$ cat config.mk
export PLATFORM = sky130hd
export DESIGN_NAME = core_cmd_arbiter
export DESIGN_NICKNAME = d
export VERILOG_FILES = /design/src/rtl/crypto_ctrl_pkg.sv /design/src/rtl/rr_pick.sv /design/src/rtl/core_cmd_arbiter.sv
export SDC_FILE = /design/constraint.sdc
export NUM_CORES = 1
export LEC_CHECK = 0
export CORE_ASPECT_RATIO = 1.2
export CORE_MARGIN = 5
export CORE_UTILIZATION = 35
export DETAILED_ROUTE_END_ITERATION = 8
export PLACE_DENSITY = 0.66
export SETUP_SLACK_MARGIN = 0.02
export SYNTH_ARGS = -nofsm -noshare
export SYNTH_HDL_FRONTEND = slang
export SYNTH_HIERARCHICAL = 1
export SYNTH_SLANG_ARGS = --single-unit
$ cat constraint.sdc
create_clock -name clk -period 5.1 [get_ports clk]
set_input_delay 1.02 -clock clk [delete_from_list [all_inputs] [get_ports clk]]
set_output_delay 1.02 -clock clk [all_outputs]
set_load 0.01 [all_outputs]
$ cat src/rtl/crypto_ctrl_pkg.sv
// Shared definitions for the crypto-core control slice.
// Holds the command-arbiter state encoding, the default command width and
// holdoff length, and a small index-wrap helper used by the arbiter.
package crypto_ctrl_pkg;

  typedef enum logic [1:0] {
    ST_IDLE  = 2'd0,
    ST_ISSUE = 2'd1,
    ST_WAIT  = 2'd2,
    ST_DONE  = 2'd3
  } arb_state_e;

  localparam int DEF_LOG_COMMAND = 64;
  localparam int DEF_HOLDOFF     = 3;

  // Next requester index after idx, wrapping at n (n is 2..4).
  function automatic logic [1:0] wrap_inc(input logic [1:0] idx, input int n);
    logic [1:0] nxt;
    if (idx == 2'(n - 1)) begin
      nxt = 2'd0;
    end else begin
      nxt = idx + 2'd1;
    end
    return nxt;
  endfunction

endpackage

$ cat src/rtl/rr_pick.sv
// Combinational round-robin selector.
// Ports:
//   elig   - per-requester eligibility
//   rr_ptr - index that has first claim this round
//   pick   - first eligible index at or above rr_ptr, wrapping
//   any    - at least one requester is eligible
module rr_pick
  import crypto_ctrl_pkg::*;
#(
  parameter int NUM_REQ = 2
) (
  input  logic [NUM_REQ-1:0] elig,
  input  logic [1:0]         rr_ptr,
  output logic [1:0]         pick,
  output logic               any
);

  logic [3:0] elig_pad_s;
  logic [1:0] idx_s;

  // Walk the requesters starting at rr_ptr; the first eligible one wins.
  always_comb begin
    elig_pad_s = 4'(elig);
    pick       = 2'd0;
    any        = 1'b0;
    idx_s      = 2'd0;
    for (int k = 0; k < NUM_REQ; k++) begin
      idx_s = 2'((int'(rr_ptr) + k) % NUM_REQ);
      if (!any && elig_pad_s[idx_s]) begin
        pick = idx_s;
        any  = 1'b1;
      end else begin
        pick = pick;
      end
    end
  end

endmodule

$ cat src/rtl/core_cmd_arbiter.sv
// Shares the crypto core command port between NUM_REQ program controllers.
// One command is granted at a time in round-robin order, strobed to the
// core, and completion is returned to the owning requester. A watchdog
// releases the requester and raises a sticky flag if the core never answers.
// Ports:
//   clk, rst         - clock, asynchronous active-low reset
//   req_cmd, req_we  - per-requester command slices and level requests
//   req_done         - one-cycle completion pulse to the owner
//   core_cmd/we/done - command word, command strobe, completion from core
//   busy, owner      - activity flag and current/last granted index
//   timeout_err      - sticky watchdog flag
//   busy_cycles      - wrapping count of cycles spent in ISSUE or WAIT
module core_cmd_arbiter
  import crypto_ctrl_pkg::*;
#(
  parameter int NUM_REQ     = 2,
  parameter int LOG_COMMAND = DEF_LOG_COMMAND,
  parameter int HOLDOFF     = DEF_HOLDOFF,
  parameter int TIMEOUT_W   = 20
) (
  input  logic                           clk,
  input  logic                           rst,
  input  logic [NUM_REQ*LOG_COMMAND-1:0] req_cmd,
  input  logic [NUM_REQ-1:0]             req_we,
  output logic [NUM_REQ-1:0]             req_done,
  output logic [LOG_COMMAND-1:0]         core_cmd,
  output logic                           core_we,
  input  logic                           core_done,
  output logic                           busy,
  output logic [1:0]                     owner,
  output logic                           timeout_err,
  output logic [30:0]                    busy_cycles
);

  localparam int HOLD_W = (HOLDOFF > 0) ? $clog2(HOLDOFF + 1) : 1;
  localparam logic [HOLD_W-1:0]    HOLD_LOAD = HOLD_W'(HOLDOFF);
  // Watchdog value one step before all-ones: the increment from here times out.
  localparam logic [TIMEOUT_W-1:0] WD_LAST   = {{(TIMEOUT_W-1){1'b1}}, 1'b0};

  arb_state_e               state_r, state_s;
  logic [NUM_REQ-1:0]       elig_s;
  logic [HOLD_W-1:0]        hold_cnt_r [NUM_REQ];
  logic [1:0]               pick_s, rr_ptr_r, owner_r;
  logic                     any_s, timeout_hit_s;
  logic [LOG_COMMAND-1:0]   sel_cmd_s, cmd_r;
  logic [TIMEOUT_W-1:0]     wd_r;
  logic [NUM_REQ-1:0]       done_vec_s, req_done_r;
  logic                     core_we_r, busy_r, timeout_err_r;
  logic [30:0]              busy_cycles_r;

  // Eligibility: requesting and not inside its post-completion holdoff.
  always_comb begin
    elig_s     = {NUM_REQ{1'b0}};
    done_vec_s = {NUM_REQ{1'b0}};
    for (int i = 0; i < NUM_REQ; i++) begin
      elig_s[i]     = req_we[i] & (hold_cnt_r[i] == {HOLD_W{1'b0}});
      done_vec_s[i] = (owner_r == 2'(i));
    end
  end

  rr_pick #(.NUM_REQ(NUM_REQ)) u_rr_pick (
    .elig   (elig_s),
    .rr_ptr (rr_ptr_r),
    .pick   (pick_s),
    .any    (any_s)
  );

  // Command slice of the picked requester.
  always_comb begin
    sel_cmd_s = {LOG_COMMAND{1'b0}};
    for (int i = 0; i < NUM_REQ; i++) begin
      if (pick_s == 2'(i)) begin
        sel_cmd_s = req_cmd[i*LOG_COMMAND +: LOG_COMMAND];
      end else begin
        sel_cmd_s = sel_cmd_s;
      end
    end
  end

  // Next-state logic; core_done only matters in WAIT and beats the watchdog.
  always_comb begin
    state_s       = state_r;
    timeout_hit_s = 1'b0;
    case (state_r)
      ST_IDLE: begin
        if (any_s) begin
          state_s = ST_ISSUE;
        end else begin
          state_s = ST_IDLE;
        end
      end
      ST_ISSUE: state_s = ST_WAIT;
      ST_WAIT: begin
        if (core_done) begin
          state_s = ST_DONE;
        end else if (wd_r == WD_LAST) begin
          state_s       = ST_DONE;
          timeout_hit_s = 1'b1;
        end else begin
          state_s = ST_WAIT;
        end
      end
      ST_DONE: state_s = ST_IDLE;
      default: state_s = ST_IDLE;
    endcase
  end

  // State register.
  always_ff @(posedge clk or negedge rst) begin
    if (!rst) begin
      state_r <= ST_IDLE;
    end else begin
      state_r <= state_s;
    end
  end

  // Grant capture: command and owner are frozen for the whole transaction.
  always_ff @(posedge clk or negedge rst) begin
    if (!rst) begin
      cmd_r   <= {LOG_COMMAND{1'b0}};
      owner_r <= 2'd0;
    end else if (state_r == ST_IDLE && any_s) begin
      cmd_r   <= sel_cmd_s;
      owner_r <= pick_s;
    end else begin
      cmd_r   <= cmd_r;
      owner_r <= owner_r;
    end
  end

  // Round-robin pointer moves past the owner once its command completes.
  always_ff @(posedge clk or negedge rst) begin
    if (!rst) begin
      rr_ptr_r <= 2'd0;
    end else if (state_r == ST_DONE) begin
      rr_ptr_r <= wrap_inc(owner_r, NUM_REQ);
    end else begin
      rr_ptr_r <= rr_ptr_r;
    end
  end

  // Holdoff counters: reload for the owner in DONE, otherwise count to zero.
  always_ff @(posedge clk or negedge rst) begin
    if (!rst) begin
      for (int i = 0; i < NUM_REQ; i++) begin
        hold_cnt_r[i] <= {HOLD_W{1'b0}};
      end
    end else begin
      for (int i = 0; i < NUM_REQ; i++) begin
        if (state_r == ST_DONE && owner_r == 2'(i)) begin
          hold_cnt_r[i] <= HOLD_LOAD;
        end else if (hold_cnt_r[i] != {HOLD_W{1'b0}}) begin
          hold_cnt_r[i] <= hold_cnt_r[i] - HOLD_W'(1'b1);
        end else begin
          hold_cnt_r[i] <= hold_cnt_r[i];
        end
      end
    end
  end

  // Watchdog counter and sticky timeout flag.
  always_ff @(posedge clk or negedge rst) begin
    if (!rst) begin
      wd_r          <= {TIMEOUT_W{1'b0}};
      timeout_err_r <= 1'b0;
    end else begin
      if (state_r == ST_ISSUE) begin
        wd_r <= {TIMEOUT_W{1'b0}};
      end else if (state_r == ST_WAIT && !core_done) begin
        wd_r <= wd_r + TIMEOUT_W'(1'b1);
      end else begin
        wd_r <= wd_r;
      end
      timeout_err_r <= timeout_err_r | timeout_hit_s;
    end
  end

  // Output registers, driven from the next state so they align with it.
  always_ff @(posedge clk or negedge rst) begin
    if (!rst) begin
      core_we_r     <= 1'b0;
      req_done_r    <= {NUM_REQ{1'b0}};
      busy_r        <= 1'b0;
      busy_cycles_r <= 31'd0;
    end else begin
      core_we_r  <= (state_s == ST_ISSUE);
      req_done_r <= (state_s == ST_DONE) ? done_vec_s : {NUM_REQ{1'b0}};
      busy_r     <= (state_s != ST_IDLE);
      if (state_r == ST_ISSUE || state_r == ST_WAIT) begin
        busy_cycles_r <= busy_cycles_r + 31'd1;
      end else begin
        busy_cycles_r <= busy_cycles_r;
      end
    end
  end

  assign core_cmd    = cmd_r;
  assign core_we     = core_we_r;
  assign req_done    = req_done_r;
  assign busy        = busy_r;
  assign owner       = owner_r;
  assign timeout_err = timeout_err_r;
  assign busy_cycles = busy_cycles_r;

endmodule

==> Word level (Yosys, flattened, before mapping) <==
Cells that the tools add are included.
{ "totals": {"elab_cells": 76, "out_inout_bits": 102, "inputBits": 133, "ff_bits": 129} }
{ "op_classes": {"muxes": 25, "n_reduce_logical": 19, "n_bitwise": 4, "magnitude_cmp": 2, "eq_ne": 8, "addsub": 6} }
{ "ops": {"columns": ["cell", "n"], "rows": [
  ["2-to-1 mux 64 bit", 2],
  ["2-to-1 mux 20 bit", 2],
  ["adder 31 x 1 -> 31 bit (second input constant)", 1],
  ["adder 20 x 1 -> 20 bit (second input constant)", 1],
  ["== test 20 bit (second input constant)", 1],
  ["2-to-1 mux 1 bit", 13],
  ["2-to-1 mux 2 bit", 6],
  ["nonzero test 2 bit", 6],
  ["zero test 2 bit", 5],
  ["== test 2 x 1 -> 1 bit (second input constant)", 4],
  ["case mux 2 bit (4 select lines)", 1],
  ["== test 2 bit (second input constant)", 3],
  ["logical AND 1 bit", 5],
  ["subtractor 2 x 1 -> 2 bit (second input constant)", 2],
  ["less-than comparator 1 x 3 -> 1 bit (second input constant)", 1],
  ["less-than comparator 2 x 3 -> 1 bit (second input constant)", 1],
  ["adder 1 bit (second input constant)", 2],
  ["AND 1 bit", 2],
  ["binary-select mux 1 bit (select 2 bit)", 1],
  ["zero test 1 bit", 2],
  ["AND 1 bit (first input constant)", 1],
  ["logical OR 1 bit", 1],
  ["OR 1 bit", 1]
]} }

==> Depth between registers and ports, before layout <==
{ "depth": {"word_depth": 12, "ltp_mapped": 9, "mapped_depth_nobuf": 8} }

==> Cells and area by module <==
The synthesis kept the hierarchy.
{ "modules_own_cells": {"columns": ["mod", "area_per_inst_um2", "n_inst", "cells_per_inst", "seq_area_each_um2"], "rows": [
  ["core_cmd_arbiter", 6060.8, 1, 573, 3253.1],
  ["rr_pick", 28.8, 1, 5, 0.0]
]} }

==> Worst setup path before layout <==
Ideal clock, no wire load.
{ "synth_path": {"path_type": "input to register", "from": "input req_we[0]", "to": "register cmd_r[13], in the netlist core_cmd[13]", "setup_time_ns": 0.133, "stages": 6, "path_slack_ns": 2.657, "n_path_buf": 2, "t_arrival_ns": 2.310, "required_ns": 4.967, "path_cell_list": "and2_1 > a21boi_1 > buf_2 > buf_1 > mux2i_1 > o21ai_0"} }
{ "synth_between": {"elab_chain_cells": 10, "word_cells_on_any_way": 16, "cone_classes": "eq/ne: 1; mux: 10; bitwise: 1; reduce/logical: 4"} }
{ "synth_lines": {"columns": ["element", "line", "text"], "rows": [
  ["start: declaration", "core_cmd_arbiter.sv:24", "input logic [NUM_REQ-1:0] req_we,"],
  ["AND 1 bit (*)", "core_cmd_arbiter.sv:56", "elig_s[i] = req_we[i] & (hold_cnt_r[i] == {HOLD_W{1'b0}});"],
  ["2-to-1 mux 1 bit (not written as such) (2 in a row)", "rr_pick.sv:29", "if (!any && elig_pad_s[idx_s]) begin"],
  ["2-to-1 mux 1 bit", "rr_pick.sv:29", null],
  ["zero test 1 bit", "rr_pick.sv:29", null],
  ["logical AND 1 bit", "rr_pick.sv:29", null],
  ["2-to-1 mux 2 bit (*)", "rr_pick.sv:29", null],
  ["via pick_s[0]", "core_cmd_arbiter.sv:43", "logic [1:0] pick_s, rr_ptr_r, owner_r;"],
  ["zero test 2 bit", "core_cmd_arbiter.sv:72", "if (pick_s == 2'(i)) begin"],
  ["2-to-1 mux 64 bit", "core_cmd_arbiter.sv:72", null],
  ["2-to-1 mux 64 bit (*)", "core_cmd_arbiter.sv:72", null],
  ["end signal: assignment", "core_cmd_arbiter.sv:120", "cmd_r <= {LOG_COMMAND{1'b0}};"],
  ["end signal: assignment", "core_cmd_arbiter.sv:123", "cmd_r <= sel_cmd_s;"],
  ["end signal: assignment", "core_cmd_arbiter.sv:126", "cmd_r <= cmd_r;"],
  ["end: declaration", "core_cmd_arbiter.sv:45", "logic [LOG_COMMAND-1:0] sel_cmd_s, cmd_r;"]
]} }
Mark *: on every way through the listed nets, which the timed path passes. The rest lies on a longest branch. The select of a mux whose other input is x is not followed.
A chain may end at the register's enable or synchronous reset.

==> Worst setup path after layout <==
{ "layout_path": {"from": "input req_we[1]", "to": "register cmd_r[22], in the netlist core_cmd[22]"} }
{ "layout_between": {"elab_chain_cells": 10, "word_cells_on_any_way": 16, "cone_classes": "eq/ne: 1; mux: 10; bitwise: 1; reduce/logical: 4"} }
{ "layout_lines": {"columns": ["element", "line", "text"], "rows": [
  ["AND 1 bit (*)", "core_cmd_arbiter.sv:56", null],
  ["via elig_s[1]", "core_cmd_arbiter.sv:41", "logic [NUM_REQ-1:0] elig_s;"],
  ["2-to-1 mux 1 bit (not written as such) (2 in a row)", "rr_pick.sv:29", null],
  ["2-to-1 mux 1 bit", "rr_pick.sv:29", null],
  ["zero test 1 bit", "rr_pick.sv:29", null],
  ["logical AND 1 bit", "rr_pick.sv:29", null],
  ["2-to-1 mux 2 bit (*)", "rr_pick.sv:29", null],
  ["via pick_s[0]", "core_cmd_arbiter.sv:43", null],
  ["zero test 2 bit", "core_cmd_arbiter.sv:72", null],
  ["2-to-1 mux 64 bit", "core_cmd_arbiter.sv:72", null],
  ["2-to-1 mux 64 bit (*)", "core_cmd_arbiter.sv:72", null]
]} }
Marks and branches as above.

==> results.sh <==
export IMPL_largest_clock_skew_in_the_final_design_ps=10.95
export IMPL_postSynthNetCount=717
export IMPL_remaining_drc_errors=0
export IMPL_fmax_ghz=0.3378
export IMPL_worst_voltage_drop_across_the_vdd_grid_mv=0.2205
export IMPL_layout_overhead_on_the_synthesized_area_pct=51.82
export IMPL_detail_route_vias_per_cell=5.007
export IMPL_slew_violations=0
export IMPL_period_share=0.5805
export IMPL_num_vias=5187
export IMPL_core_um2=16920
export IMPL_die_y_um=154
export IMPL_reg2reg_slack_ps=2410
export IMPL_ant_nets=0
export IMPL_post_cts_setup_buffers=0
export IMPL_max_cap_violations=0
export IMPL_x_dimension_of_the_die_um=130
export IMPL_drt_first_pass_iters=5
export IMPL_worstRegToRegCells=6
export IMPL_drive_gt1_frac=0.06487
export IMPL_clock_path_buffers=2
export IMPL_dp_final_hpwl_mm=13.38
export IMPL_grt_antenna_before_repair=3
export IMPL_cts_inserted_buffers=17
export IMPL_power_static_leakage_nw=3.871
export IMPL_setup_worst_path_end_class="flip-flop"
export IMPL_grt_start_max_net_pins=67
export IMPL_number_of_levels_the_h_tree_was_split_into=4
export IMPL_wl_cell_um=17.81
export IMPL_cts_hold_buffers=0
export IMPL_cts_root_buffer_type="clkbuf_16"
export IMPL_placed_area_um2=8603
export IMPL_arrival_ps=3210
export IMPL_fin_tns_setup_ps=0
export IMPL_drt_iter0_drc=233
export IMPL_floorplan_rows=52
export IMPL_routabilityCongestion=0.7865
export IMPL_first_global_vias=5601
export IMPL_routed_wl_mm=18.45
export IMPL_rsz0062_at_grt="no"
export IMPL_highest_count_cells_in_the_layout_ignoring_fill_and_taps="233 x clkdlybuf4s50_1, 129 x dfrtp_1, 86 x nand2_1"
export IMPL_worst_setup_hold_path_clk_slew_ps=60
export IMPL_postSynthCellCount=574
export IMPL_worst_endpoint_required_ps=5350
export IMPL_grt_remaining_overflow=0
export IMPL_timing_final_crit_period_ps=2961
export IMPL_worstPathMaxFanout=65
export IMPL_timing_hold_worst_path_depth=1
export IMPL_cp_start_kind="primary input"
export IMPL_layout_commonest_cell="clkdlybuf4s50_1"
export IMPL_p_total_mw=4.150
export IMPL_synth_warning_count=6
export IMPL_nNetsFinal=947
export IMPL_die_area_um2=20020
export IMPL_syn_area_um2=6048
export IMPL_cts_sinks=129
export IMPL_timing_worst_slew_pin_value_ps=1142
export IMPL_setup_worst_path_class="primary input to flip-flop"
export IMPL_hold_crit_path_type="flip-flop to flip-flop"
export IMPL_power_density_cell_area_nw_per_um2=452.0
export IMPL_slew_limit_headroom=0.2386
export IMPL_syn_area_per_cell_um2=10.54
export IMPL_cts_tree="yes"
export IMPL_port_buffers=234
export IMPL_initial_utilization=0.3575
export IMPL_outcome="complete, no violations"
export IMPL_setup_viol_count_final=0
export IMPL_final_core_util=0.5428
export IMPL_grt_first_pass_wirelength_mm=29.39
export IMPL_final_hold_violation_count=0
export IMPL_cts_resized=0
export IMPL_layout_cell_area_non_filler_um2=9183
export IMPL_grt_total_usage=0.1863
export IMPL_worst_skew_pair_late_latency_ps=420
export IMPL_top_level_pins=235
export IMPL_fill_cells=1521
==> stage by stage <==
step	worst slack (ps)	hold WS, ps	instances
3_3_place_gp	1786	461.6	1001
3_5_place_dp	1731	463.1	1001
6_report	2139	471.8	1036
2_1_floorplan	2657	466.7	574
5_1_grt	2034	498.8	1036
4_1_cts	2161	475.2	1033
==> metal layers <==
metal / up-vias / GRT usage / routed length [um]
met5: - / 0 / 0
met4: 0 / 0.05990 / 326
met3: 23 / 0.08709 / 1765
met2: 187 / 0.3084 / 9337
met1: 2524 / 0.2121 / 7021
li1: 2453 / - / -
==> area by class of cell <==
class                   count  area [um2]  area share
well taps                 216       270.3     0.02943
diodes                      3       7.507   0.0008175
multi-input cells         401        2663      0.2900
repair buffers            237        2375      0.2586
clock inverters            13       128.9     0.01403
inverters                  18       67.56    0.007358
flip-flops and latches    129        3228      0.3515
clock buffers              19       442.9     0.04824
==> critical path, stage by stage <==
cell and delay, ps:
clkdlybuf4s50_1 490, and2_1 160, a21boi_4 180, buf_4 830, mux2i_1 340, o21ai_0 110
==> flip-flops by register name (all words and copies together), names as in the netlist, 2 cells and up <==
name         cells
req_done         2
owner            2
hold_cnt_r       4
state_r          2
busy_cycles     31
core_cmd        64
wd_r            20
==> power by group <==
part | leakage (nW) | internal [mW] | switching, mW
clock | 0.275 | 0.691 | 0.486
sequential | 1.71 | 1.29 | 0.200
combinational | 1.89 | 0.764 | 0.714
==> final timing paths <==
path,startpoint,to
min in group asynchronous,rst,wd_r[6]
hold / removal,busy_cycles[30],busy_cycles[30]
setup / recovery,req_we[1],core_cmd[22]
max in group asynchronous,rst,core_cmd[15]
hold reg to reg,busy_cycles[30],busy_cycles[30]
setup reg to reg,state_r[0],busy_cycles[30]
Note: power is estimated with default switching activity, not from simulation.
